<file path="config.mk">
export PLATFORM = sky130hd
export DESIGN_NAME = mem_rr_arbiter_flat
export DESIGN_NICKNAME = d
export VERILOG_FILES = /design/src/rtl/mem_rr_arbiter_if.sv /design/src/rtl/mem_rr_arbiter.sv /design/src/flat_wrapper.sv
export SDC_FILE = /design/constraint.sdc
export NUM_CORES = 1
export LEC_CHECK = 0
export ABC_AREA = 1
export CAP_MARGIN = 0
export CORE_AREA = 2 2 131 133
export DETAILED_ROUTE_END_ITERATION = 16
export DIE_AREA = 0 0 133 135
export PLACE_DENSITY = 0.58
export SYNTH_ARGS = -nofsm -noshare
export SYNTH_HDL_FRONTEND = slang
export SYNTH_SLANG_ARGS = --single-unit
</file>
<file path="constraint.sdc">
create_clock -name clk_i -period 2.7 [get_ports clk_i]
set_input_delay 0.27 -clock clk_i [delete_from_list [all_inputs] [get_ports clk_i]]
set_output_delay 0.27 -clock clk_i [all_outputs]
set_load 0.1 [all_outputs]
</file>
<file path="src/rtl/mem_rr_arbiter_if.sv">
// -----------------------------------------------------------------------------
// mem_rr_arbiter_if
//   Bundle of every non-clock signal of mem_rr_arbiter: the per-requester
//   request/response channels and the ports toward the shared memory.
//
//   Signals (directions seen from the arbiter):
//     req_valid_i  in   NUM_REQ              per-requester request valid
//     req_we_i     in   NUM_REQ              per-requester op: 1=write, 0=read
//     req_addr_i   in   NUM_REQ x ADDR_WIDTH per-requester address
//     req_wdata_i  in   NUM_REQ x DATA_WIDTH per-requester write data
//     req_ready_o  out  NUM_REQ              one-hot grant (handshake = valid & ready)
//     rsp_valid_o  out  NUM_REQ              one-cycle read-response strobe
//     rsp_rdata_o  out  DATA_WIDTH           shared read data, qualified by rsp_valid_o
//     mem_we_o     out  1                    memory write enable
//     mem_waddr_o  out  ADDR_WIDTH           memory write address
//     mem_wdata_o  out  DATA_WIDTH           memory write data
//     mem_raddr_o  out  ADDR_WIDTH           memory read address
//     mem_rdata_i  in   DATA_WIDTH           memory read data (combinational)
//
//   Modports:
//     slave  - the arbiter itself
//     master - the environment around it (client engines plus the memory)
// -----------------------------------------------------------------------------
interface mem_rr_arbiter_if #(
    parameter int NUM_REQ    = 4,
    parameter int ADDR_WIDTH = 8,
    parameter int DATA_WIDTH = 32
);

    logic [NUM_REQ-1:0]                 req_valid_i;
    logic [NUM_REQ-1:0]                 req_we_i;
    logic [NUM_REQ-1:0][ADDR_WIDTH-1:0] req_addr_i;
    logic [NUM_REQ-1:0][DATA_WIDTH-1:0] req_wdata_i;
    logic [NUM_REQ-1:0]                 req_ready_o;
    logic [NUM_REQ-1:0]                 rsp_valid_o;
    logic [DATA_WIDTH-1:0]              rsp_rdata_o;
    logic                               mem_we_o;
    logic [ADDR_WIDTH-1:0]              mem_waddr_o;
    logic [DATA_WIDTH-1:0]              mem_wdata_o;
    logic [ADDR_WIDTH-1:0]              mem_raddr_o;
    logic [DATA_WIDTH-1:0]              mem_rdata_i;

    modport slave (
        input  req_valid_i,
        input  req_we_i,
        input  req_addr_i,
        input  req_wdata_i,
        input  mem_rdata_i,
        output req_ready_o,
        output rsp_valid_o,
        output rsp_rdata_o,
        output mem_we_o,
        output mem_waddr_o,
        output mem_wdata_o,
        output mem_raddr_o
    );

    modport master (
        output req_valid_i,
        output req_we_i,
        output req_addr_i,
        output req_wdata_i,
        output mem_rdata_i,
        input  req_ready_o,
        input  rsp_valid_o,
        input  rsp_rdata_o,
        input  mem_we_o,
        input  mem_waddr_o,
        input  mem_wdata_o,
        input  mem_raddr_o
    );

endinterface

</file>
<file path="src/rtl/mem_rr_arbiter.sv">
// -----------------------------------------------------------------------------
// mem_rr_arbiter
//   Round-robin arbiter sharing one memory (synchronous write, combinational
//   read) among NUM_REQ requesters. At most one request (read or write) is
//   accepted per cycle. Writes go straight to the memory write port in the
//   grant cycle; reads drive the memory read port and the returned data is
//   registered, so the response strobe appears exactly one cycle after the
//   handshake.
//
//   Ports:
//     clk_i   in  1   clock, rising edge
//     arst_i  in  1   asynchronous active-high reset (pointer and response
//                     registers only; memory contents are untouched)
//     bus     mem_rr_arbiter_if.slave - request/response channels and the
//                     memory write/read ports (see the interface header)
// -----------------------------------------------------------------------------
module mem_rr_arbiter #(
    parameter int NUM_REQ    = 4,
    parameter int ADDR_WIDTH = 8,
    parameter int DATA_WIDTH = 32
) (
    input  logic                clk_i,
    input  logic                arst_i,
    mem_rr_arbiter_if.slave     bus
);

    localparam int               PTR_W    = $clog2(NUM_REQ);
    localparam logic [PTR_W-1:0] LAST_IDX = PTR_W'(NUM_REQ - 1);

    // ---------------------------------------------------------------------
    // State
    // ---------------------------------------------------------------------
    logic [PTR_W-1:0]      r_prio_ptr;
    logic [NUM_REQ-1:0]    r_rsp_valid;
    logic [DATA_WIDTH-1:0] r_rsp_rdata;

    // ---------------------------------------------------------------------
    // Arbitration results
    // ---------------------------------------------------------------------
    int unsigned           w_scan_idx;
    logic                  w_found;
    logic [PTR_W-1:0]      w_win;
    logic [PTR_W-1:0]      w_ptr_next;
    logic [NUM_REQ-1:0]    w_grant;
    logic                  w_wr_grant;
    logic                  w_rd_grant;

    // Memory-side and handshake outputs
    logic                  w_mem_we;
    logic [ADDR_WIDTH-1:0] w_mem_waddr;
    logic [DATA_WIDTH-1:0] w_mem_wdata;
    logic [ADDR_WIDTH-1:0] w_mem_raddr;

    // Scan requesters starting at the priority pointer, wrapping past the top
    // index; the first valid one found wins. The wrap is done with a compare
    // and subtract so NUM_REQ need not be a power of two.
    always_comb begin
        w_scan_idx = 0;
        w_found    = 1'b0;
        w_win      = '0;
        for (int k = 0; k < NUM_REQ; k++) begin
            w_scan_idx = 32'(r_prio_ptr) + 32'(k);
            if (w_scan_idx >= 32'(NUM_REQ)) begin
                w_scan_idx = w_scan_idx - 32'(NUM_REQ);
            end
            if (!w_found && bus.req_valid_i[w_scan_idx[PTR_W-1:0]]) begin
                w_found = 1'b1;
                w_win   = w_scan_idx[PTR_W-1:0];
            end
        end
    end

    // The requester just served drops to lowest priority.
    always_comb begin
        if (w_win == LAST_IDX) begin
            w_ptr_next = '0;
        end else begin
            w_ptr_next = w_win + PTR_W'(1);
        end
    end

    always_comb begin
        w_grant    = '0;
        w_wr_grant = 1'b0;
        w_rd_grant = 1'b0;
        if (w_found) begin
            w_grant[w_win] = 1'b1;
            w_wr_grant     = bus.req_we_i[w_win];
            w_rd_grant     = ~bus.req_we_i[w_win];
        end
    end

    // Memory ports are forced to zero unless the matching operation is
    // granted, so an idle or opposite-direction cycle never leaks a
    // requester's address or data onto the memory bus.
    always_comb begin
        w_mem_we    = w_wr_grant;
        w_mem_waddr = '0;
        w_mem_wdata = '0;
        w_mem_raddr = '0;
        if (w_wr_grant) begin
            w_mem_waddr = bus.req_addr_i[w_win];
            w_mem_wdata = bus.req_wdata_i[w_win];
        end
        if (w_rd_grant) begin
            w_mem_raddr = bus.req_addr_i[w_win];
        end
    end

    // ---------------------------------------------------------------------
    // Sequential state
    // ---------------------------------------------------------------------
    always_ff @(posedge clk_i or posedge arst_i) begin
        if (arst_i) begin
            r_prio_ptr <= '0;
        end else if (w_found) begin
            r_prio_ptr <= w_ptr_next;
        end
    end

    // Read data is captured only on a read grant; it holds across idle and
    // write cycles so the last response stays visible on the shared bus.
    always_ff @(posedge clk_i or posedge arst_i) begin
        if (arst_i) begin
            r_rsp_valid <= '0;
            r_rsp_rdata <= '0;
        end else begin
            r_rsp_valid <= w_rd_grant ? w_grant : '0;
            if (w_rd_grant) begin
                r_rsp_rdata <= bus.mem_rdata_i;
            end
        end
    end

    // ---------------------------------------------------------------------
    // Output drive
    // ---------------------------------------------------------------------
    assign bus.req_ready_o = w_grant;
    assign bus.rsp_valid_o = r_rsp_valid;
    assign bus.rsp_rdata_o = r_rsp_rdata;
    assign bus.mem_we_o    = w_mem_we;
    assign bus.mem_waddr_o = w_mem_waddr;
    assign bus.mem_wdata_o = w_mem_wdata;
    assign bus.mem_raddr_o = w_mem_raddr;

endmodule

</file>
<file path="src/flat_wrapper.sv">
// flat-port wrapper written by rule: the top's interface ports become plain ports
module mem_rr_arbiter_flat 
#(
    parameter int NUM_REQ    = 4,
    parameter int ADDR_WIDTH = 8,
    parameter int DATA_WIDTH = 32
)
  (clk_i, arst_i, bus_req_valid_i, bus_req_we_i, bus_req_addr_i, bus_req_wdata_i, bus_mem_rdata_i, bus_req_ready_o, bus_rsp_valid_o, bus_rsp_rdata_o, bus_mem_we_o, bus_mem_waddr_o, bus_mem_wdata_o, bus_mem_raddr_o);
  mem_rr_arbiter_if #(.NUM_REQ(NUM_REQ), .ADDR_WIDTH(ADDR_WIDTH), .DATA_WIDTH(DATA_WIDTH)) bus_i ();
  input  logic clk_i;
  input  logic arst_i;
  input wire logic [$bits(bus_i.req_valid_i)-1:0] bus_req_valid_i;
  input wire logic [$bits(bus_i.req_we_i)-1:0] bus_req_we_i;
  input wire logic [$bits(bus_i.req_addr_i)-1:0] bus_req_addr_i;
  input wire logic [$bits(bus_i.req_wdata_i)-1:0] bus_req_wdata_i;
  input wire logic [$bits(bus_i.mem_rdata_i)-1:0] bus_mem_rdata_i;
  output wire logic [$bits(bus_i.req_ready_o)-1:0] bus_req_ready_o;
  output wire logic [$bits(bus_i.rsp_valid_o)-1:0] bus_rsp_valid_o;
  output wire logic [$bits(bus_i.rsp_rdata_o)-1:0] bus_rsp_rdata_o;
  output wire logic [$bits(bus_i.mem_we_o)-1:0] bus_mem_we_o;
  output wire logic [$bits(bus_i.mem_waddr_o)-1:0] bus_mem_waddr_o;
  output wire logic [$bits(bus_i.mem_wdata_o)-1:0] bus_mem_wdata_o;
  output wire logic [$bits(bus_i.mem_raddr_o)-1:0] bus_mem_raddr_o;
  assign bus_i.req_valid_i = bus_req_valid_i;
  assign bus_i.req_we_i = bus_req_we_i;
  assign bus_i.req_addr_i = bus_req_addr_i;
  assign bus_i.req_wdata_i = bus_req_wdata_i;
  assign bus_i.mem_rdata_i = bus_mem_rdata_i;
  assign bus_req_ready_o = bus_i.req_ready_o;
  assign bus_rsp_valid_o = bus_i.rsp_valid_o;
  assign bus_rsp_rdata_o = bus_i.rsp_rdata_o;
  assign bus_mem_we_o = bus_i.mem_we_o;
  assign bus_mem_waddr_o = bus_i.mem_waddr_o;
  assign bus_mem_wdata_o = bus_i.mem_wdata_o;
  assign bus_mem_raddr_o = bus_i.mem_raddr_o;
  mem_rr_arbiter #(.NUM_REQ(NUM_REQ), .ADDR_WIDTH(ADDR_WIDTH), .DATA_WIDTH(DATA_WIDTH)) u_core (.clk_i(clk_i), .arst_i(arst_i), .bus(bus_i));
endmodule
</file>
==> key figures, run 1 <==
Run status
  • Status: finished, violations left
  • Failing checks: negative setup slack

STA
  • Worst-margin pin slew: around 0.48 ns
  • Post-route setup slack: -0.1956 ns
  • Final clock skew: between 0.003 and 0.004 ns
  • Final hold vios: 0
  • WHS: 0.4028 ns
  • Final Cycle Share: 107.2%
  • Final setup fails: 53
  • RSZ-0062 raised after global routing: yes
  • Minimum clock period: 2.896 ns
  • Worst slew margin: about two thirds
  • FMAX: ~350 MHz
  • Fin. max-slew vios: 0

Global route
  • Initial antenna violation count: 1
  • Largest net degree at the start of global routing: 42
  • First-pass GRT wire length: 27.88 mm
  • Vias in the first global route: 5259
  • Total GRT Usage: 19.39%
  • Total grt overflow: 0

Route
  • Vias/cell: between 4 and 5
  • Total number of vias: ~5400
  • Detail Route Antenna Nets: 0
  • Metal-1 WL: around 7 mm
  • DR WL met2: 9.010 mm
  • Top sig layer: met4
  • Drt pass-1 iters: 7
  • Final WL: between 15 and 20 mm
  • WL/cell: 14.52 um
  • Post-route DRC: 0
  • Iter 0 DRT Violations: about 160
  • Length of routed met3 wiring: around 1.5 mm

Logic synthesis
  • Synth Area in XOR/XNOR: 0%
  • Area fraction of the dominant cell type after synthesis: between 20% and 30%
  • Top cells by count, synth: 246 x nand2_1, 114 x inv_1, 94 x nand3_1
  • Gate Count Post-Synth: ~710
  • Post-synth EDFFs: 0
  • Synth Area in Compound Gates: between 4 and 5%
  • Synth cell types: 22
  • Most common cell in the synthesized netlist: nand2_1
  • Cell Area, Synth: between 3000 and 4000 um^2
  • Yosys warns: 0
  • Post-synthesis sequential area ratio: 24.23%
  • Ys async rst share: 100.0%
  • Combinational family with the most area after synthesis: simple AND/OR/NAND/NOR gates
  • Yosys reg bits: 38
  • Synth top area cells: dfrtp_1 24%, nand2_1 24%, nand3_1 12%
  • Syn Area/Cell: roughly 5.5 um^2
  • Post-synthesis simple-gate area fraction: a little over half
  • Ys flop type: dfrtp_1
  • Synth Area in Adders: 1.276%
  • Syn_nets: 913
  • Post-synthesis mux area share: 0%
  • Largest area contributor in the netlist: dfrtp_1

Layout
  • Area grow syn2layout: 122.1%
  • Fillers: between 1500 and 2000
  • Final Net Count: between 1000 and 1500
  • Share of cells above drive strength 1: between 20% and 30%

Clock tree
  • Clk buf depth: 2
  • CTS Sinks: 38
  • Worst-skew pair later-pin latency: between 0.2 and 0.3 ns
  • Clk root buf: clkbuf_16
  • H-tree levels: 2
  • CTS tree: built
  • Reg clk slew, reported paths: approximately 0.05 ns
  • CTS buffer count: 5

Flow run
  • Max_cap viols: 0

Floorplanning
  • Die height: approximately 140 um
  • Die area: about 18000 um^2
  • Core area: 16410 um^2
  • Die W: between 100 and 150 um
  • Initial Util: roughly a quarter
  • IO Pins: between 200 and 300
  • Std-Cell Rows: 47

Critical path
  • Worst Setup EP: bus_mem_wdata_o[16]
  • Worst R2R End: u_core.bus.rsp_rdata_o[4]
  • Worst Path Max Fanout: 8
  • Slowest-stage cell, CP: dfrtp_2
  • Max incr delay on CP: ~0.48 ns
  • RR Startpoint: u_core.r_prio_ptr[0]
  • Critical path, cell by cell: buf_6, nand2_2, nand2_2, nand2_2, nand2_2, nor2_4, nand4_1, nand2_4, buf_6, bufbuf_16, nand2_1, o21ai_2, inv_1, nor2_2, buf_12
  • Startpoint Class: flop
  • CP Capture Type: output port
  • Worst path top cell family by delay: simple AND/OR/NAND/NOR gates
  • CP Depth: 15
  • WS Path Type: reg -> out
  • Crit path buf inv count: 5
  • Reg2Reg Setup Slack: 0.32 ns
  • Worst EP required: approximately 2.4 ns
  • Most used cell, CP: nand2_2
  • Reg2reg path depth: 17
  • CP startpoint: u_core.r_prio_ptr[0]
  • Critical path data arrival time: ~2.6 ns

Place
  • Final RePlAce weighted congestion: about 0.9
  • Number of port buffers: 290
  • Detail Placement HPWL: between 10 and 15 mm

Hold path
  • Min-delay worst type: in -> async
[metrics by stage]
step	setup slack (ns)	cells	setup TNS [ns]	cell area, um^2	util [%]
2_1_floorplan	-0.2560	707	-8.911	4116	-
3_5_place_dp	-0.1314	1209	-2.774	7880	48.03
6_report	-0.1956	1234	-6.153	8713	53.11
3_3_place_gp	-0.1235	1209	-1.563	7880	48.03
4_1_cts	-0.1985	1234	-7.172	8564	52.20
5_1_grt	-0.3290	1234	-14.71	8713	53.11
[layout by cell type (no fill, tap or decap), drive strengths merged]
cell type	count
dfrtp	38
nand4	1
clkdlybuf4s50	201
bufbuf	1
nand3b	32
buf	139
o21ai	34
ha	4
clkinv	1
diode	1
inv	117
nand2	252
nor2	86
clkinvlp	2
nand3	96
clkbuf	8
a21oi	1
[logic make-up (layout without fill, tap and decap cells)]
logic type	count (synthesis)	in the layout
buffers and inverters	163	469
flip-flops	38	38
adder cells (fa/ha/maj)	4	4
other	0	1
AO/OA/AOI/OAI	35	35
AND/OR/NAND/NOR	467	467
[timing repair]
item / in CTS / in global routing
pin swaps: 8 / 14
resized for setup: 77 / 47
buffers inserted: 10 / 1
setup endpoints to repair: 53 / 53
cloned: 7 / 0
hold buffers: 0 / 0
[worst min-delay path by stage]
stage               depth (start not counted)                         end  slack, ns                        from
floorplan                                   2   u_core.bus.rsp_rdata_o[0]       0.41          bus_mem_rdata_i[0]
global placement                            2   u_core.bus.rsp_rdata_o[1]       0.45   u_core.bus.rsp_rdata_o[1]
detailed placement                          2  u_core.bus.rsp_rdata_o[18]       0.46  u_core.bus.rsp_rdata_o[18]
CTS                                         3   u_core.bus.rsp_rdata_o[4]       0.42                      arst_i
global route                                3   u_core.bus.rsp_rdata_o[4]       0.46                      arst_i
finish                                      3   u_core.bus.rsp_rdata_o[4]       0.40                      arst_i
[flip-flops by register name, summed over array words and instances (netlist names)]
name,cells
u_core.bus.rsp_rdata_o,32
u_core.r_prio_ptr,2
u_core.bus.rsp_valid_o,4
[worst min-delay path: cells and delay by family]
family	cells	cell delay [ns]
buf+inv	3	0.85
[cell type report]
type / instances / area [um^2] / area share, %
flip-flops and latches: 38 / 953.4 / 10.94
clock inverters: 1 / 5.005 / 0.05744
diodes: 1 / 2.502 / 0.02872
repair buffers: 342 / 4065 / 46.65
multi-input cells: 506 / 2810 / 32.25
well taps: 220 / 275.3 / 3.159
inverters: 119 / 459.2 / 5.270
clock buffers: 7 / 142.6 / 1.637
[layer usage]
layer | up-vias | track usage, %
met5 | - | 0
met4 | 0 | 5.615
met3 | 25 | 5.255
met2 | 221 | 35.00
met1 | 2402 | 22.48
li1 | 2750 | -
Power of run 1 is not shown: default switching activity piles up to over one toggle a cycle in this logic, so the estimate is an artifact.
==> inputs of run 2 (changes only) <==
--- a/config.mk
+++ b/config.mk
@@ -8,6 +8,7 @@
 export ABC_AREA = 1
 export CAP_MARGIN = 0
 export CORE_AREA = 2 2 131 133
+export CTS_BUF_LIST = sky130_fd_sc_hd__clkbuf_4 sky130_fd_sc_hd__clkbuf_8
 export DETAILED_ROUTE_END_ITERATION = 16
 export DIE_AREA = 0 0 133 135
 export PLACE_DENSITY = 0.58
==> key figures, run 2 (synthesis gave the netlist of run 1 again) <==
Route
  • Post-route DRC: 0
  • Vias/cell: 4.364
  • Detail Route Antenna Nets: 0
  • Final WL: between 15 and 20 mm
  • Drt pass-1 iters: 6
  • WL/cell: 14.51 um
  • Total number of vias: between 5000 and 6000
  • Iter 0 DRT Violations: between 150 and 200

Global route
  • Largest net degree at the start of global routing: 42
  • First-pass GRT wire length: 27.86 mm
  • Vias in the first global route: approximately 5300
  • Total grt overflow: 0
  • Total GRT Usage: about a fifth
  • Initial antenna violation count: 1

Clock tree
  • Clk root buf: clkbuf_8
  • CTS tree: built
  • Clk buf depth: 2
  • H-tree levels: 2
  • CTS Sinks: 38
  • CTS buffer count: 5
  • Worst-skew pair later-pin latency: around 0.3 ns
  • Reg clk slew, reported paths: roughly 0.070 ns

STA
  • Final setup fails: 53
  • RSZ-0062 raised after global routing: yes
  • Worst slew margin: between 60% and 70%
  • WHS: roughly 0.38 ns
  • Post-route setup slack: -0.2092 ns
  • Final Cycle Share: 107.7%
  • FMAX: roughly 340 MHz
  • Minimum clock period: 2.909 ns
  • Final hold vios: 0
  • Fin. max-slew vios: 0
  • Final clock skew: 0.006002 ns
  • Worst-margin pin slew: about 0.48 ns

Critical path
  • CP Capture Type: output port
  • Worst EP required: roughly 2.4 ns
  • Startpoint Class: flop
  • Critical path data arrival time: between 2 and 3 ns
  • Worst Path Max Fanout: 8
  • WS Path Type: reg -> out

Place
  • Final RePlAce weighted congestion: 0.8745
  • Number of port buffers: 290
  • Detail Placement HPWL: between 10 and 15 mm
  • Worst slack, placed: -0.1314 ns

Layout
  • Area grow syn2layout: 121.0%
  • Most common cell after layout, fill and taps aside: nand2_1
  • Max reg flops: 32
  • Commonest cells after routing, fill and taps aside: 219 x nand2_1, 201 x clkdlybuf4s50_1, 107 x inv_1, 87 x nand3_1, 66 x buf_12
  • Share of cells above drive strength 1: between 20 and 30%
  • Final Net Count: 1218

Floorplanning
  • Core area: roughly 16000 um^2
  • Die height: 135 um
  • Std-Cell Rows: 47
  • Die W: between 100 and 150 um
  • Initial Util: about a quarter
  • Die area: around 18000 um^2
  • IO Pins: 291

Hold path
  • Min-delay worst type: in -> async

Run status
  • Failing checks: negative setup slack
  • Status: finished, violations left

Flow run
  • Max_cap viols: 0
## run 2: per-stage QoR
| stage | area (um^2) | cells | TNS, ns | util, % |
|---|---|---|---|---|
| floorplan | 4116 | 707 | -8.911 | - |
| global placement | 7880 | 1209 | -1.563 | 48.03 |
| finish | 8673 | 1234 | -7.070 | 52.86 |
| global route | 8673 | 1234 | -16.24 | 52.86 |
| detailed placement | 7880 | 1209 | -2.774 | 48.03 |
| CTS | 8512 | 1234 | -8.603 | 51.88 |
## run 2: worst paths after layout
kind | start | endpoint | slack, ns | cells past startpoint
hold / removal | arst_i | u_core.bus.rsp_rdata_o[4] | 0.38 | 3
setup / recovery | u_core.r_prio_ptr[0] | bus_mem_wdata_o[16] | -0.21 | 15
min in group clk_i | u_core.bus.rsp_rdata_o[14] | u_core.bus.rsp_rdata_o[14] | 0.47 | 2
hold reg to reg | u_core.bus.rsp_rdata_o[14] | u_core.bus.rsp_rdata_o[14] | 0.47 | 2
setup reg to reg | u_core.r_prio_ptr[0] | u_core.bus.rsp_rdata_o[4] | 0.33 | 17
max in group asynchronous | arst_i | u_core.r_prio_ptr[1] | 1.94 | 3
## run 2: worst max-delay path: stages, from the launching register on
cell and delay (ns):
dfrtp_2 0.49, buf_6 0.15, nand2_2 0.05, nand2_2 0.05
nand2_2 0.08, nand2_2 0.07, nor2_4 0.17, nand4_1 0.17
nand2_4 0.16, buf_6 0.13, bufbuf_16 0.25, nand2_1 0.06
o21ai_2 0.11, inv_1 0.07, nor2_2 0.15, buf_12 0.19
## run 2: what timing repair did
action,CTS,global route
pin swaps,8,14
endpoints found under the hold margin,0,0
setup buffers,10,1
hold buffers,0,0
setup endpoints to repair,53,53
resized for setup,77,50
cloned,7,0
## run 2: final cells by class
class | count | area, um^2
Fill cell | 1578 | 7734
Timing Repair Buffer | 342 | 4065
Multi-Input combinational cell | 506 | 2823
Sequential cell | 38 | 953.4
Inverter | 119 | 459.2
Tap cell | 220 | 275.3
Clock buffer | 7 | 90.09
Clock inverter | 1 | 5.005
Antenna cell | 1 | 2.502
## run 2: metal layers
layer	track usage (%)	vias to the layer above	share of wire, %
li1	-	2748	-
met1	22.45	2406	40
met2	34.95	210	50
met3	5.180	21	8.3
met4	5.615	0	2.0
met5	0	-	0
Power of run 2 is left out for the same reason.
==> inputs of run 3 (changes only) <==
--- a/config.mk
+++ b/config.mk
@@ -12,6 +12,7 @@
 export DETAILED_ROUTE_END_ITERATION = 16
 export DIE_AREA = 0 0 133 135
 export PLACE_DENSITY = 0.58
+export SLEW_MARGIN = 20
 export SYNTH_ARGS = -nofsm -noshare
 export SYNTH_HDL_FRONTEND = slang
 export SYNTH_SLANG_ARGS = --single-unit
==> results of run 3 <==
No change in the layout: final DEF, timing and power equal those of run 2.
Power of run 3 is left out for the same reason.
